$ cat src/rtl/dcache_req_arbiter.sv
// Arbitrates load and store requesters onto a single data-cache request port.
// A presented but ungranted request is locked until granted, dropped or flushed.
module dcache_req_arbiter #(
    parameter int ADDR_W  = 34,
    parameter int DATA_W  = 32,
    parameter int MAX_OUT = 2
) (
    input  logic                clk_i,
    input  logic                rst_ni,
    input  logic                flush_i,
    input  logic                ld_req_i,
    input  logic [ADDR_W-1:0]   ld_addr_i,
    input  logic [DATA_W/8-1:0] ld_be_i,
    output logic                ld_gnt_o,
    input  logic                st_req_i,
    input  logic [ADDR_W-1:0]   st_addr_i,
    input  logic [DATA_W-1:0]   st_wdata_i,
    input  logic [DATA_W/8-1:0] st_be_i,
    output logic                st_gnt_o,
    output logic                req_o,
    output logic [ADDR_W-1:0]   addr_o,
    output logic [DATA_W-1:0]   wdata_o,
    output logic [DATA_W/8-1:0] be_o,
    output logic                we_o,
    input  logic                gnt_i,
    input  logic                rvalid_i,
    input  logic [DATA_W-1:0]   rdata_i,
    output logic                ld_rvalid_o,
    output logic [DATA_W-1:0]   ld_rdata_o,
    output logic                st_done_o,
    output logic                idle_o,
    output logic                err_o,
    output logic [1:0]          state_o
);

    // Handshake: req_o stays high (locked) until gnt_i; a grant is a cycle with req_o && gnt_i.
    typedef enum logic [1:0] {
        IDLE    = 2'd0,
        LOCK_LD = 2'd1,
        LOCK_ST = 2'd2
    } state_t;

    localparam int CNT_W = $clog2(MAX_OUT + 1);

    state_t             state_q;
    logic               rr_q;
    logic [CNT_W-1:0]   cnt_q;
    logic               st_done_q;
    logic               err_q;

    logic               ld_elig;
    logic               sel_ld;
    logic               sel_st;
    logic               dropped;
    logic               rv_ok;

    always_comb begin
        sel_ld  = 1'b0;
        sel_st  = 1'b0;
        ld_elig = ld_req_i && (cnt_q < CNT_W'(MAX_OUT));
        case (state_q)
            IDLE: begin
                if (ld_elig && st_req_i) begin
                    sel_ld = !rr_q;
                    sel_st = rr_q;
                end else begin
                    sel_ld = ld_elig;
                    sel_st = st_req_i;
                end
            end
            LOCK_LD: sel_ld = ld_req_i;
            LOCK_ST: sel_st = st_req_i;
            default: ;
        endcase
    end

    always_comb begin
        req_o   = sel_ld || sel_st;
        addr_o  = '0;
        be_o    = '0;
        wdata_o = '0;
        we_o    = 1'b0;
        if (sel_ld) begin
            addr_o = ld_addr_i;
            be_o   = ld_be_i;
        end else if (sel_st) begin
            addr_o  = st_addr_i;
            be_o    = st_be_i;
            wdata_o = st_wdata_i;
            we_o    = 1'b1;
        end
    end

    assign ld_gnt_o    = gnt_i && sel_ld;
    assign st_gnt_o    = gnt_i && sel_st;
    assign ld_rvalid_o = rvalid_i;
    assign ld_rdata_o  = rdata_i;
    assign st_done_o   = st_done_q;
    assign err_o       = err_q;
    assign state_o     = state_q;
    assign idle_o      = (state_q == IDLE) && (cnt_q == '0) && !req_o;

    // A locked requester withdrawing is a protocol error unless a flush explains it.
    assign dropped = (state_q != IDLE) && !req_o;
    assign rv_ok   = rvalid_i && (cnt_q != '0);

    always_ff @(posedge clk_i) begin
        if (!rst_ni) begin
            state_q   <= IDLE;
            rr_q      <= 1'b0;
            cnt_q     <= '0;
            st_done_q <= 1'b0;
            err_q     <= 1'b0;
        end else begin
            st_done_q <= st_gnt_o;
            if (ld_gnt_o && !rv_ok) begin
                cnt_q <= cnt_q + CNT_W'(1);
            end else if (!ld_gnt_o && rv_ok) begin
                cnt_q <= cnt_q - CNT_W'(1);
            end
            if (ld_gnt_o) begin
                rr_q <= 1'b1;
            end else if (st_gnt_o) begin
                rr_q <= 1'b0;
            end
            if ((rvalid_i && (cnt_q == '0)) || (dropped && !flush_i)) begin
                err_q <= 1'b1;
            end
            if (flush_i || !req_o || gnt_i) begin
                state_q <= IDLE;
            end else if (sel_ld) begin
                state_q <= LOCK_LD;
            end else begin
                state_q <= LOCK_ST;
            end
        end
    end

endmodule
$ cat config.mk
export PLATFORM = sky130hd
export DESIGN_NAME = dcache_req_arbiter
export DESIGN_NICKNAME = d
export VERILOG_FILES = /design/src/rtl/dcache_req_arbiter.sv
export SDC_FILE = /design/constraint.sdc
export NUM_CORES = 1
export LEC_CHECK = 0
export ABC_CLOCK_PERIOD_IN_PS = 3200
export BUFFER_PORTS_ARGS = -buffer_cell sky130_fd_sc_hd__buf_2
export CORE_AREA = 2 2 101 103
export CTS_CLUSTER_DIAMETER = 30
export DETAILED_ROUTE_END_ITERATION = 10
export DIE_AREA = 0 0 103 105
export RECOVER_POWER = 50
export SLEW_MARGIN = 40
export SYNTH_ARGS = -nofsm -noshare
export SYNTH_HDL_FRONTEND = slang
export SYNTH_SLANG_ARGS = --single-unit
$ cat constraint.sdc
create_clock -name clk_i -period 3.2 [get_ports clk_i]
set_input_delay 0.16 -clock clk_i [delete_from_list [all_inputs] [get_ports clk_i]]
set_output_delay 0.16 -clock clk_i [all_outputs]
set_load 0.1 [all_outputs]
==> flow_metrics.py, run 1 <==
metrics = {
    "placed_design": {
        "portBuffers": 194,
        "gp_congestion": 0.750,
        "dp_hpwl_um": 5360,
        "place_area_mm2": 0.00207,
    },
    "yosys": {
        "synth_cells": 158,
        "syn-num-nets": 306,
        "yosys.cell_types.count": 25,
        "syn_avg_cell_area_um2": 8.05,
        "yosysWarnings": 0,
        "ys_seq_elements": 7,
        "synth_area_mm2": 0.00127,
        "ys_seq_area_share_pct": 11.0,
    },
    "drt": {
        "vias_per_cell": 4.01,
        "ant_nets": 0,
        "drt-initial-drc-count": 78,
        "vias": 1792,
        "wl_per_cell_um": 13.8,
        "drt_first_pass_iters": 4,
        "wl_um": 6180,
        "drc": 0,
    },
    "floorplan": {
        "die_h_um": 105,
        "ios": 259,
        "die_x_um": 103,
        "start_util_pct": 13.2,
        "rows": 36,
        "fp.dieArea_mm2": 0.0108,
        "core_mm2": 0.00964,
    },
    "sta": {
        "hold_viol": 0,
        "slew_violations": 0,
        "period_minus_slack_ns": 2.55,
        "rsz0062_at_grt": "no",
        "setup_viol": 0,
        "final.period_utilization_pct": 79.6,
        "setup_tns_ns": 0,
        "finClkSkew_ns": 0.000832,
        "fmax_ghz": 0.392,
        "worst_slew_pin_slew_ns": 1.25,
        "maxSlewHeadroom_pct": 16.8,
    },
    "finish": {
        "final_nets": 463,
        "syn2layout_area_growth_pct": 63.4,
        "stdcell_area_mm2": 0.00208,
        "drive_gt1_share_pct": 58.3,
        "num_antenna_cells": 0,
    },
    "setup_path": {
        "worstSetupEndpointType": "output pin",
        "crit_path_start_kind": "register",
        "crit_arrival_ns": 2.39,
        "crit_fanout": 39,
        "cpPeakStageDelay_ns": 0.87,
        "critPathSlowestCell": "clkbuf_1",
        "crit_required_ns": 3.04,
        "crit_chain": "nor2b_4 -> o21a_2 -> buf_4 -> a22o_1 -> clkbuf_1",
        "path_class": "register to output pin",
    },
    "pwr": {
        "power_mw": 2.03,
        "p_leak_nw": 1.19,
        "ir_drop_v": 0.000346,
        "power_density_mw_per_mm2": 978,
    },
    "clock_tree": {
        "cts_resized": 0,
        "cts.sinks": 7,
        "clock_latency_ns": 0.23,
        "postCtsHoldBufs": 0,
        "cts_buffers": 3,
        "cts-root-buf": "clkbuf_8",
        "post_cts_buffers": 0,
        "cts_tree": "yes",
        "cts_max_level": 1,
        "clk_pin_slew_worst_paths_ns": 0.04,
        "clock_path_buffers": 2,
    },
    "global_route": {
        "grt_pass1_vias": 1598,
        "busiest_layer": "met2",
        "grt_max_degree": 46,
        "met1_usage_pct": 10.2,
        "grt_pass1_wl_um": 8220,
        "met3_usage_pct": 1.47,
        "grt_use_met2_pct": 19.5,
        "grt_overflow_total": 0,
        "track_usage_pct": 9.77,
        "antenna_found_initial": 0,
    },
    "worst_hold_path": {
        "hold_class": "primary input to register",
    },
    "outcome": {
        "status": "completed",
    },
    "flow_run": {
        "cap_violations": 0,
    },
}
-- area by class of cell --
class | count | area [um^2]
Tap cell | 133 | 166
Inverter | 1 | 3.75
Sequential cell | 7 | 140
Fill cell | 1129 | 7560
Clock buffer | 4 | 45.0
Timing Repair Buffer | 197 | 968
Multi-Input combinational cell | 105 | 756
-- per-stage QoR --
step	utilization [%]	setup WS, ns	hold WS (ns)	instances
floorplan	-	0.000995	0.282	158
global placement	21.4	1.34	0.321	443
detailed placement	21.4	1.30	0.321	443
CTS	21.9	1.04	0.224	447
global route	21.6	0.578	0.257	447
finish	21.6	0.651	0.229	447
-- synthesized netlist by cell type --
library cell,count,share of area (%)
a21boi_0,2,1.2
a21oi_1,2,0.79
a21oi_2,1,0.69
a22o_1,38,26
a31oi_1,1,0.49
a32oi_1,1,0.69
and2_1,35,17
and3_1,3,1.5
buf_2,1,0.39
buf_4,34,20
buf_6,10,8.8
dfxtp_1,7,11
ha_1,1,0.98
inv_1,1,0.29
nand2_1,4,1.2
nand2b_1,1,0.49
nand2b_4,1,1.1
nor2_1,6,1.8
nor2b_4,1,1.1
nor3_1,1,0.39
o21a_2,1,0.69
o21ai_0,3,1.2
or3_1,1,0.49
xnor2_1,1,0.69
xor2_1,1,0.69
-- layer usage --
metal / up-vias / part of all wire (%)
met5: - / 0
met4: 0 / 1.1
met2: 134 / 54
met1: 809 / 35
met3: 14 / 11
li1: 835 / -
-- registers in the layout, summed over array words and instances (netlist names) --
name / flops
rr_q: 1
st_done_o: 1
state_o: 2
cnt_q: 2
err_o: 1
-- cells by family (layout without fill, tap and decap cells) --
kind of cell,Yosys count,after routing,share of synthesized area [%]
XOR/XNOR,2,2,1.38
AO/OA/AOI/OAI,49,49,31.9
adder cells (fa/ha/maj),1,1,0.983
AND/OR/NAND/NOR,53,53,25.2
buffers and inverters,46,202,29.6
flip-flops,7,7,11.0
-- final timing paths --
kind / start / to / slack, ns / cells after the start
worst max-delay path: state_o[1]$_SDFF_PP0_ / addr_o[13] / 0.65 / 5
worst max register to register: cnt_q[1]$_SDFFE_PN0P_ / cnt_q[1]$_SDFFE_PN0P_ / 1.32 / 6
worst min-delay path: rst_ni / rr_q$_SDFFE_PN0P_ / 0.23 / 3
worst min register to register: rr_q$_SDFFE_PN0P_ / rr_q$_SDFFE_PN0P_ / 0.56 / 2
-- critical path: cells and delay by family, from the launching register on --
| kind | cells | cell delay [ns] |
|---|---|---|
| buffers and inverters | 2 | 1.23 |
| AO/OA/AOI/OAI | 2 | 0.37 |
| flip-flops | 1 | 0.35 |
| AND/OR/NAND/NOR | 1 | 0.19 |
-- cell usage in the layout (no fill, tap or decap), types with 2 or more instances in the layout --
cell,Yosys,layout
a21boi_0,2,2
a21oi_1,2,2
a22o_1,38,38
and2_1,35,34
and3_1,3,3
buf_2,1,174
buf_4,34,3
clkbuf_1,0,21
clkbuf_8,0,3
dfxtp_1,7,7
nand2_1,4,4
nand2b_1,1,2
nor2_1,6,6
o21ai_0,3,3
-- power by group --
group	total (mW)	switching (mW)	internal [mW]
Clock	0.126	0.0401	0.0864
Combinational	1.78	1.48	0.301
Sequential	0.131	0.0239	0.107
Total	2.03	1.54	0.494
(Power assumes the default switching activity.)
==> run 2, diff against run 1 <==
--- a/config.mk
+++ b/config.mk
@@ -5,12 +5,12 @@
 export SDC_FILE = /design/constraint.sdc
 export NUM_CORES = 1
 export LEC_CHECK = 0
-export ABC_CLOCK_PERIOD_IN_PS = 3200
+export ABC_CLOCK_PERIOD_IN_PS = 2400
 export BUFFER_PORTS_ARGS = -buffer_cell sky130_fd_sc_hd__buf_2
-export CORE_AREA = 2 2 101 103
+export CORE_AREA = 2 2 99 101
 export CTS_CLUSTER_DIAMETER = 30
 export DETAILED_ROUTE_END_ITERATION = 10
-export DIE_AREA = 0 0 103 105
+export DIE_AREA = 0 0 101 103
 export RECOVER_POWER = 50
 export SLEW_MARGIN = 40
 export SYNTH_ARGS = -nofsm -noshare
==> constraint.sdc (replaced) <==
create_clock -name clk_i -period 2.4 [get_ports clk_i]
set_input_delay 0.12 -clock clk_i [delete_from_list [all_inputs] [get_ports clk_i]]
set_output_delay 0.12 -clock clk_i [all_outputs]
set_load 0.1 [all_outputs]
==> run 2 against run 1 <==
Compared with the run above: sequential share of layout area down 1.2 points; via count down 0.95%; clock power up 31%; flip-flop and latch count unchanged; critical path depth unchanged; count of clock-buffer cells in the layout unchanged; worst setup slack worse by 0.31 ns; largest cell class unchanged; highest routed layer unchanged.
==> flow_metrics.py, run 2 (synthesis results as in run 1) <==
metrics = {
    "floorplan": {
        "core_mm2": 0.00946,
        "ios": 259,
        "fp.dieArea_mm2": 0.0104,
        "start_util_pct": 13.5,
        "die_h_um": 103,
        "rows": 36,
        "die_x_um": 101,
    },
    "finish": {
        "final_nets": 463,
        "num_antenna_cells": 0,
        "layout_common_cells": "154 x buf_2, 38 x a22o_1, 32 x buf_12, 30 x and2_1, 9 x clkbuf_1",
        "nFillCells": 1028,
        "regArea_um2": 141,
        "syn2layout_area_growth_pct": 101,
        "drive_gt1_share_pct": 63.4,
        "final_util_pct": 27.1,
        "stdcell_area_mm2": 0.00256,
        "multi_input_area_um2": 769,
        "layout_commonest_cell": "buf_2",
    },
    "drt": {
        "vias_per_cell": 4.15,
        "drt-initial-drc-count": 32,
        "ant_nets": 0,
        "drt_first_pass_iters": 4,
        "wl_um": 6080,
        "drc": 0,
        "vias": 1775,
        "wl_per_cell_um": 14.2,
    },
    "sta": {
        "fmax_ghz": 0.485,
        "maxSlewHeadroom_pct": 17.9,
        "rsz0062_at_grt": "no",
        "slew_violations": 0,
        "finClkSkew_ns": 0.00182,
        "worst_slew_pin_slew_ns": 1.24,
        "hold_viol": 0,
        "final.period_utilization_pct": 85.9,
        "setup_viol": 0,
        "period_minus_slack_ns": 2.06,
        "setup_tns_ns": 0,
    },
    "clock_tree": {
        "clock_path_buffers": 2,
        "cts_resized": 0,
        "post_cts_buffers": 0,
        "postCtsHoldBufs": 0,
        "cts.sinks": 7,
        "cts_max_level": 1,
        "cts_tree": "yes",
        "clk_pin_slew_worst_paths_ns": 0.04,
        "cts_buffers": 3,
        "cts-root-buf": "clkbuf_8",
        "clock_latency_ns": 0.23,
    },
    "setup_path": {
        "critPathSlowestCell": "clkbuf_2",
        "crit_required_ns": 2.28,
        "path_class": "register to output pin",
        "crit_fanout": 34,
        "crit_arrival_ns": 1.94,
        "crit_buf_inv": 2,
        "cp_top_family": "buffers and inverters",
        "worstSetupEndpointType": "output pin",
        "cpPeakStageDelay_ns": 0.53,
        "crit_chain": "nor2_1 -> a21oi_4 -> clkbuf_2 -> a22o_1 -> buf_12",
        "crit_path_start_kind": "register",
    },
    "global_route": {
        "grt_max_degree": 41,
        "antenna_found_initial": 0,
        "grt_pass1_vias": 1655,
        "grt_overflow_total": 0,
        "met3_usage_pct": 1.36,
        "track_usage_pct": 10.1,
        "met1_usage_pct": 11.1,
        "busiest_layer": "met2",
        "grt_use_met2_pct": 19.3,
        "grt_pass1_wl_um": 8110,
    },
    "pwr": {
        "ir_drop_v": 0.000604,
        "power_density_mw_per_mm2": 1220,
        "p_leak_nw": 1.37,
    },
    "outcome": {
        "status": "completed",
    },
    "worst_hold_path": {
        "hold_class": "primary input to register",
    },
    "placed_design": {
        "portBuffers": 194,
        "gp_congestion": 0.749,
        "dp_hpwl_um": 5300,
        "place_area_mm2": 0.00253,
    },
    "flow_run": {
        "cap_violations": 0,
    },
}
## run 2: changes by cell type in the layout (fill, tap and decap cells not counted), sizes merged
| cell | delta |
|---|---|
| buf | +11 |
| clkbuf | -11 |
## run 2: through the flow
stage | hold slack (ns) | worst slack [ns] | total power [mW] | std cells
final | 0.181 | 0.337 | 3.12 | 428
after global routing | 0.193 | 0.124 | 3.25 | 428
after CTS | 0.182 | 0.358 | 3.16 | 428
after detailed placement | 0.241 | 0.593 | 2.98 | 424
after global placement | 0.241 | 0.657 | 2.96 | 424
after floorplan | 0.242 | -0.103 | 2.50 | 158
## run 2: worst reg2reg max path: stages (launching register included)
cell	delay, ns
dfxtp_1	0.41
a21oi_1	0.06
o21a_2	0.20
and2_2	0.19
ha_1	0.33
or3_1	0.37
a21boi_0	0.16
## run 2: layer usage
layer	wire (um)	vias up
met1	2220	788
met5	0	-
met4	169	0
met3	498	24
met2	3190	126
li1	-	837
## run 2: worst paths after layout
kind	from	to	slack (ns)	cells past startpoint
worst min-delay path	rst_ni	cnt_q[0]$_SDFFE_PN0P_	0.18	2
worst min register to register	err_o$_SDFFE_PN0P_	err_o$_SDFFE_PN0P_	0.52	2
worst max-delay path	cnt_q[1]$_SDFFE_PN0P_	addr_o[23]	0.34	5
worst max register to register	cnt_q[1]$_SDFFE_PN0P_	cnt_q[1]$_SDFFE_PN0P_	0.60	6
## run 2: layout make-up
| class | instances | share of cell area (%) |
|---|---|---|
| well taps | 114 | 5.56 |
| clock buffers | 4 | 1.76 |
| flip-flops and latches | 7 | 5.51 |
| multi-input cells | 105 | 30.0 |
| inverters | 1 | 0.146 |
| repair buffers | 197 | 57.0 |
## run 2: power breakdown
| group | leakage [nW] | internal [mW] | total [mW] | switching [mW] |
|---|---|---|---|---|
| clock | 0.0228 | 0.115 | 0.165 | 0.0506 |
| combinational | 1.29 | 0.754 | 2.79 | 2.03 |
| sequential | 0.0580 | 0.143 | 0.173 | 0.0294 |
